### src/rtl/cache_tag_ctrl.sv
// rtl/cache_tag_ctrl.sv - cache tag RAM sequencer arbitrating CPU lookup/fill against bus snoops
module cache_tag_ctrl #(
    parameter  int AWIDTH = 3,
    parameter  int DWIDTH = 11,
    localparam int TWIDTH = DWIDTH - 2
) (
    input  logic              clock,
    input  logic              reset,
    input  logic              cpu_req,
    input  logic              cpu_op,
    input  logic [AWIDTH-1:0] cpu_index,
    input  logic [TWIDTH-1:0] cpu_tag,
    input  logic [1:0]        cpu_state_in,
    output logic              cpu_ack,
    output logic              cpu_hit,
    output logic [1:0]        cpu_state_out,
    input  logic              snp_req,
    input  logic              snp_op,
    input  logic [AWIDTH-1:0] snp_index,
    input  logic [TWIDTH-1:0] snp_tag,
    output logic              snp_ack,
    output logic              snp_hit,
    output logic              snp_flush,
    output logic [AWIDTH-1:0] ram_addr,
    output logic [DWIDTH-1:0] ram_din,
    output logic              ram_we,
    input  logic [DWIDTH-1:0] ram_dout
);

    localparam logic [1:0] ST_I = 2'b00;
    localparam logic [1:0] ST_S = 2'b01;
    localparam logic [1:0] ST_M = 2'b10;

    typedef enum logic [1:0] {IDLE, LOOKUP, CMP, RESP} fsm_t;

    fsm_t              state_q, state_d;
    logic              who_q, who_d;
    logic              op_q, op_d;
    logic [AWIDTH-1:0] idx_q, idx_d;
    logic [TWIDTH-1:0] tag_q, tag_d;
    logic [1:0]        st_in_q, st_in_d;
    logic [1:0]        streak_q, streak_d;
    logic              cpu_hit_q, cpu_hit_d;
    logic [1:0]        cpu_state_q, cpu_state_d;
    logic              snp_hit_q, snp_hit_d;
    logic              snp_flush_q, snp_flush_d;

    logic [TWIDTH-1:0] dout_tag;
    logic [1:0]        dout_st;
    logic              match;
    logic              snp_grant;

    assign dout_tag = ram_dout[TWIDTH-1:0];
    assign dout_st  = ram_dout[DWIDTH-1:TWIDTH];
    assign match    = (dout_tag == tag_q) && (dout_st == ST_S || dout_st == ST_M);
    // Snoop normally wins; after two consecutive snoop wins over a waiting CPU, the CPU goes first.
    assign snp_grant = snp_req && !(cpu_req && streak_q == 2'd2);

    assign ram_addr      = idx_q;
    assign cpu_hit       = cpu_hit_q;
    assign cpu_state_out = cpu_state_q;
    assign snp_hit       = snp_hit_q;
    assign snp_flush     = snp_flush_q;

    always_comb begin
        state_d     = state_q;
        who_d       = who_q;
        op_d        = op_q;
        idx_d       = idx_q;
        tag_d       = tag_q;
        st_in_d     = st_in_q;
        streak_d    = streak_q;
        cpu_hit_d   = cpu_hit_q;
        cpu_state_d = cpu_state_q;
        snp_hit_d   = snp_hit_q;
        snp_flush_d = snp_flush_q;
        ram_we      = 1'b0;
        ram_din     = '0;
        cpu_ack     = 1'b0;
        snp_ack     = 1'b0;

        case (state_q)
            IDLE: begin
                if (snp_grant) begin
                    who_d    = 1'b1;
                    op_d     = snp_op;
                    idx_d    = snp_index;
                    tag_d    = snp_tag;
                    st_in_d  = ST_I;
                    streak_d = !cpu_req ? 2'd0 : (streak_q == 2'd3 ? 2'd3 : streak_q + 2'd1);
                    state_d  = LOOKUP;
                end else if (cpu_req) begin
                    who_d    = 1'b0;
                    op_d     = cpu_op;
                    idx_d    = cpu_index;
                    tag_d    = cpu_tag;
                    st_in_d  = cpu_state_in;
                    streak_d = 2'd0;
                    state_d  = LOOKUP;
                end else begin
                    streak_d = 2'd0;
                end
            end
            LOOKUP: state_d = CMP;
            CMP: begin
                if (who_q) begin
                    snp_hit_d   = match;
                    snp_flush_d = match && (dout_st == ST_M);
                    // BusRd demotes M to S; BusRdX invalidates any hit, keeping the tag.
                    if (match && (op_q || dout_st == ST_M)) begin
                        ram_we  = 1'b1;
                        ram_din = {(op_q ? ST_I : ST_S), dout_tag};
                    end
                end else begin
                    cpu_hit_d   = match;
                    cpu_state_d = dout_st;
                    if (op_q) begin
                        ram_we  = 1'b1;
                        ram_din = {st_in_q, tag_q};
                    end
                end
                state_d = RESP;
            end
            RESP: begin
                cpu_ack = !who_q;
                snp_ack = who_q;
                state_d = IDLE;
            end
            default: state_d = IDLE;
        endcase
    end

    always_ff @(posedge clock or posedge reset) begin
        if (reset) begin
            state_q     <= IDLE;
            who_q       <= 1'b0;
            op_q        <= 1'b0;
            idx_q       <= '0;
            tag_q       <= '0;
            st_in_q     <= ST_I;
            streak_q    <= 2'd0;
            cpu_hit_q   <= 1'b0;
            cpu_state_q <= ST_I;
            snp_hit_q   <= 1'b0;
            snp_flush_q <= 1'b0;
        end else begin
            state_q     <= state_d;
            who_q       <= who_d;
            op_q        <= op_d;
            idx_q       <= idx_d;
            tag_q       <= tag_d;
            st_in_q     <= st_in_d;
            streak_q    <= streak_d;
            cpu_hit_q   <= cpu_hit_d;
            cpu_state_q <= cpu_state_d;
            snp_hit_q   <= snp_hit_d;
            snp_flush_q <= snp_flush_d;
        end
    end

endmodule
### config.mk
export PLATFORM = sky130hd
export DESIGN_NAME = cache_tag_ctrl
export DESIGN_NICKNAME = d
export VERILOG_FILES = /design/src/rtl/cache_tag_ctrl.sv
export SDC_FILE = /design/constraint.sdc
export NUM_CORES = 1
export LEC_CHECK = 0
export CORE_ASPECT_RATIO = 0.5
export CORE_UTILIZATION = 43
export CTS_BUF_LIST = sky130_fd_sc_hd__clkbuf_4
export DETAILED_ROUTE_END_ITERATION = 10
export HOLD_SLACK_MARGIN = 0.06
export MAX_ROUTING_LAYER = met4
export PLACE_DENSITY = 0.91
export SLEW_MARGIN = 15
export SYNTH_ARGS = -nofsm -noshare
export SYNTH_HDL_FRONTEND = slang
export SYNTH_SLANG_ARGS = --single-unit
### constraint.sdc
create_clock -name clock -period 2.5 [get_ports clock]
set_clock_uncertainty 0.2 [all_clocks]
set_input_delay 0.25 -clock clock [delete_from_list [all_inputs] [get_ports clock]]
set_output_delay 0.25 -clock clock [all_outputs]
set_load 0.005 [all_outputs]
==> impl_metrics.py <==
metrics = {
    "drt": {
        "viasPerCell": 5.17,
        "drt_iter0_drc": 70,
        "wirelength_um": 3830,
        "ant_nets": 0,
        "routedWlPerCell_um": 14.5,
        "drt_pass1_iterations": 4,
        "route.detailed.drc": 0,
        "vias": 1371,
    },
    "finish": {
        "fin_util": 0.742,
        "syn_to_final_growth_pct": 59.9,
        "nFillCells": 216,
        "drive_gt1_frac": 0.204,
        "antenna_cells": 0,
        "fin_nets": 274,
    },
    "yosys": {
        "ys_warn_count": 0,
        "synth_edf_count": 0,
        "syn_area_sq_mm": 0.00143,
        "synthTopCellsByCount": "dfrtp_1 (25), nand2_1 (21), o21ai_0 (18), mux2i_1 (14), a22o_1 (10)",
        "avgSynthCellArea_sq_um": 10.0,
        "yosysTopAreaCell": "dfrtp_1",
        "synth_area_leaders": "dfrtp_1 (44%), mux2i_1 (9.8%), o21ai_0 (6.3%)",
        "synth-seq-cells": 25,
        "ys_seq_area_frac": 0.437,
        "synth_ff_type": "dfrtp_1",
        "mappedNetlistNets": 191,
        "synth_most_common_cell": "dfrtp_1",
        "async_flop_share": 1.00,
        "syn_inst": 143,
        "yosysUniqueCellTypes": 28,
        "yosys.area.top_type_share": 0.437,
    },
    "critical_path": {
        "path_depth": 8,
        "cp_num_buf_inv": 4,
        "crit_type": "reg -> out",
        "crit_chain": "xor2_1 -> or4_4 -> nor4_4 -> buf_2 -> buf_6 -> buf_6 -> a22o_1 -> buf_2",
        "path_max_fanout": 3,
        "crit_slowest_cell": "or4_4",
        "path_delay_family": "simple AND/OR/NAND/NOR gates",
        "critPathMaxStageDelay_ps": 540,
        "cp.required_ps": 2050,
        "r2r_cells": 5,
        "crit_arrival_ps": 2240,
        "startpoint_type": "flip-flop",
        "end_kind": "primary output",
    },
    "place": {
        "gp_congestion": 0.759,
        "numPortBuffers": 64,
        "place_hpwl_um": 2750,
    },
    "outcome": {
        "status": "finished with violations",
        "violations": "setup timing",
    },
    "cts": {
        "root_buffer": "clkbuf_4",
        "h-tree-depth": 1,
        "cts_buffers": 3,
        "cts_tree": "built",
        "clkTransAtPathRegs_ps": 140,
        "cts_sinks": 25,
        "clockBufferDepth": 2,
        "cts.hold.buffers_added": 0,
        "clock_latency_ps": 320,
    },
    "timing": {
        "max_slew.worst_pin.slew_ps": 390,
        "final.min_clock_period_ps": 2690,
        "clock.fmax_ghz": 0.371,
        "setup_tns_ps": -1200,
        "finalHoldViolCount": 0,
        "setup_viol": 9,
        "fin_crit_sh": 1.08,
        "final_max_slew_viol_count": 0,
        "rsz0062_at_grt": "true",
        "timing.final.ws_setup_ps": -194,
        "slew_headroom": 0.738,
    },
    "die": {
        "pin_count": 65,
        "dieHeight_um": 42.8,
        "row_count": 14,
        "die_area_sq_mm": 0.00357,
        "core_sq_mm": 0.00308,
        "fp.dieW_um": 83.6,
        "start_util": 0.464,
    },
    "power_and_ir_drop": {
        "total_power_mw": 1.80,
        "power_leakage_nw": 1.06,
        "peakVddDrop_mv": 0.545,
        "pwr_density_cell_mw_per_mm2": 788,
    },
    "global_routing": {
        "grt_pass1_vias": 1364,
        "grt_max_degree": 29,
        "grt_pass1_wl_um": 6340,
        "antenna_found_initial": 0,
        "grt_overflow_total": 0,
        "track_usage": 0.235,
    },
    "worst_hold_path": {
        "hold_class": "in -> async",
    },
    "flow_run": {
        "maxCapViolations": 0,
    },
}
## what timing repair did
| action | 4_1_cts | 5_1_grt |
|---|---|---|
| setup buffers | 8 | 1 |
| endpoints found under the setup margin | 12 | 12 |
| gates resized for setup | 57 | 4 |
| cloned | 1 | 0 |
| pin swaps | 8 | 7 |
## report_power, final
group,leakage (nW),internal [mW],switching [mW]
sequential,0.316,0.572,0.147
combinational,0.725,0.495,0.396
clock,0.0184,0.0734,0.120
## kinds of logic (layout without fill, tap and decap cells)
family | Yosys count | in the layout | synth area share
adders and majority gates | 5 | 5 | 0.0437
AOI/OAI and AO/OA | 33 | 33 | 0.150
buffers and inverters | 13 | 95 | 0.0350
and+or+nand+nor | 41 | 41 | 0.157
muxes | 17 | 17 | 0.122
xor gates and xnor gates | 9 | 9 | 0.0551
DFF | 25 | 25 | 0.437
## layer usage
metal | vias up | GRT usage | part of all wire
met2 | 51 | 0.415 | 0.50
met1 | 631 | 0.273 | 0.41
met3 | 17 | 0.0525 | 0.055
li1 | 672 | - | -
met5 | - | - | 0
met4 | 0 | 0.0780 | 0.034
## metrics by stage
step / hold WS [ps] / instances / setup WS, ps / instance area, sq um
final: 58.7 / 265 / -194 / 2290
after global routing: 105 / 265 / -273 / 2290
after CTS: 79.9 / 264 / -234 / 2260
after detailed placement: 271 / 251 / -718 / 2190
after global placement: 265 / 251 / -645 / 2190
after floorplan: 77.3 / 143 / 321 / 1430
## cell usage in the layout (no fill, tap or decap)
cell type,n
clkdlybuf4s50_1,51
dfrtp_1,25
nand2_1,21
o21ai_0,17
mux2i_1,14
buf_2,12
a22o_1,10
buf_4,10
buf_6,8
inv_1,6
xnor2_1,6
ha_1,4
clkbuf_4,4
xor2_1,3
and2_1,3
nor3_1,3
mux2_2,3
nand4_1,2
o21ai_2,2
a32o_1,2
nand3_1,2
nand4b_1,2
dlygate4sd2_1,2
or4_4,1
or3_4,1
nor2b_2,1
nand3b_1,1
o211ai_1,1
nor4_4,1
inv_2,1
or2_1,1
and3_1,1
nor2b_1,1
a21oi_1,1
ha_4,1
buf_12,1
## path summary, 6_finish.rpt
kind | from | to | slack, ps
worst max-delay path | tag_q[1]$_DFFE_PP0P_ | ram_din[7] | -190
worst min-delay path | reset | snp_hit$_DFFE_PP0P_ | 60
worst max register to register | state_q[1]$_DFFE_PP0P_ | state_q[1]$_DFFE_PP0P_ | 500
worst min register to register | ram_addr[1]$_DFFE_PP0P_ | ram_addr[1]$_DFFE_PP0P_ | 290
max in group asynchronous | reset | ram_addr[1]$_DFFE_PP0P_ | 1790
min in group clock | ram_dout[9] | cpu_state_out[0]$_DFFE_PP0P_ | 110
## area by class of cell
cell class / count / area (sq um) / area share
Multi-Input combinational cell: 105 / 782 / 0.342
Timing Repair Buffer: 84 / 773 / 0.338
Sequential cell: 25 / 626 / 0.274
Tap cell: 40 / 50.0 / 0.0219
Clock buffer: 4 / 30.0 / 0.0131
Inverter: 7 / 26.3 / 0.0115
## sequential cells by signal (all words and copies together) (netlist names)
register,count
st_in_q,2
cpu_state_out,2
ram_addr,3
streak_q,2
snp_hit,1
state_q,2
cpu_hit,1
op_q,1
tag_q,9
who_q,1
snp_flush,1
## worst reg2reg max path: cells and delay by family, from the launching register on
family                     cells  cell delay [ps]
adders and majority gates      1              300
and+or+nand+nor                1              370
buffers and inverters          2              200
muxes                          1              380
DFF                            1              460
(Power assumes the default switching activity.)
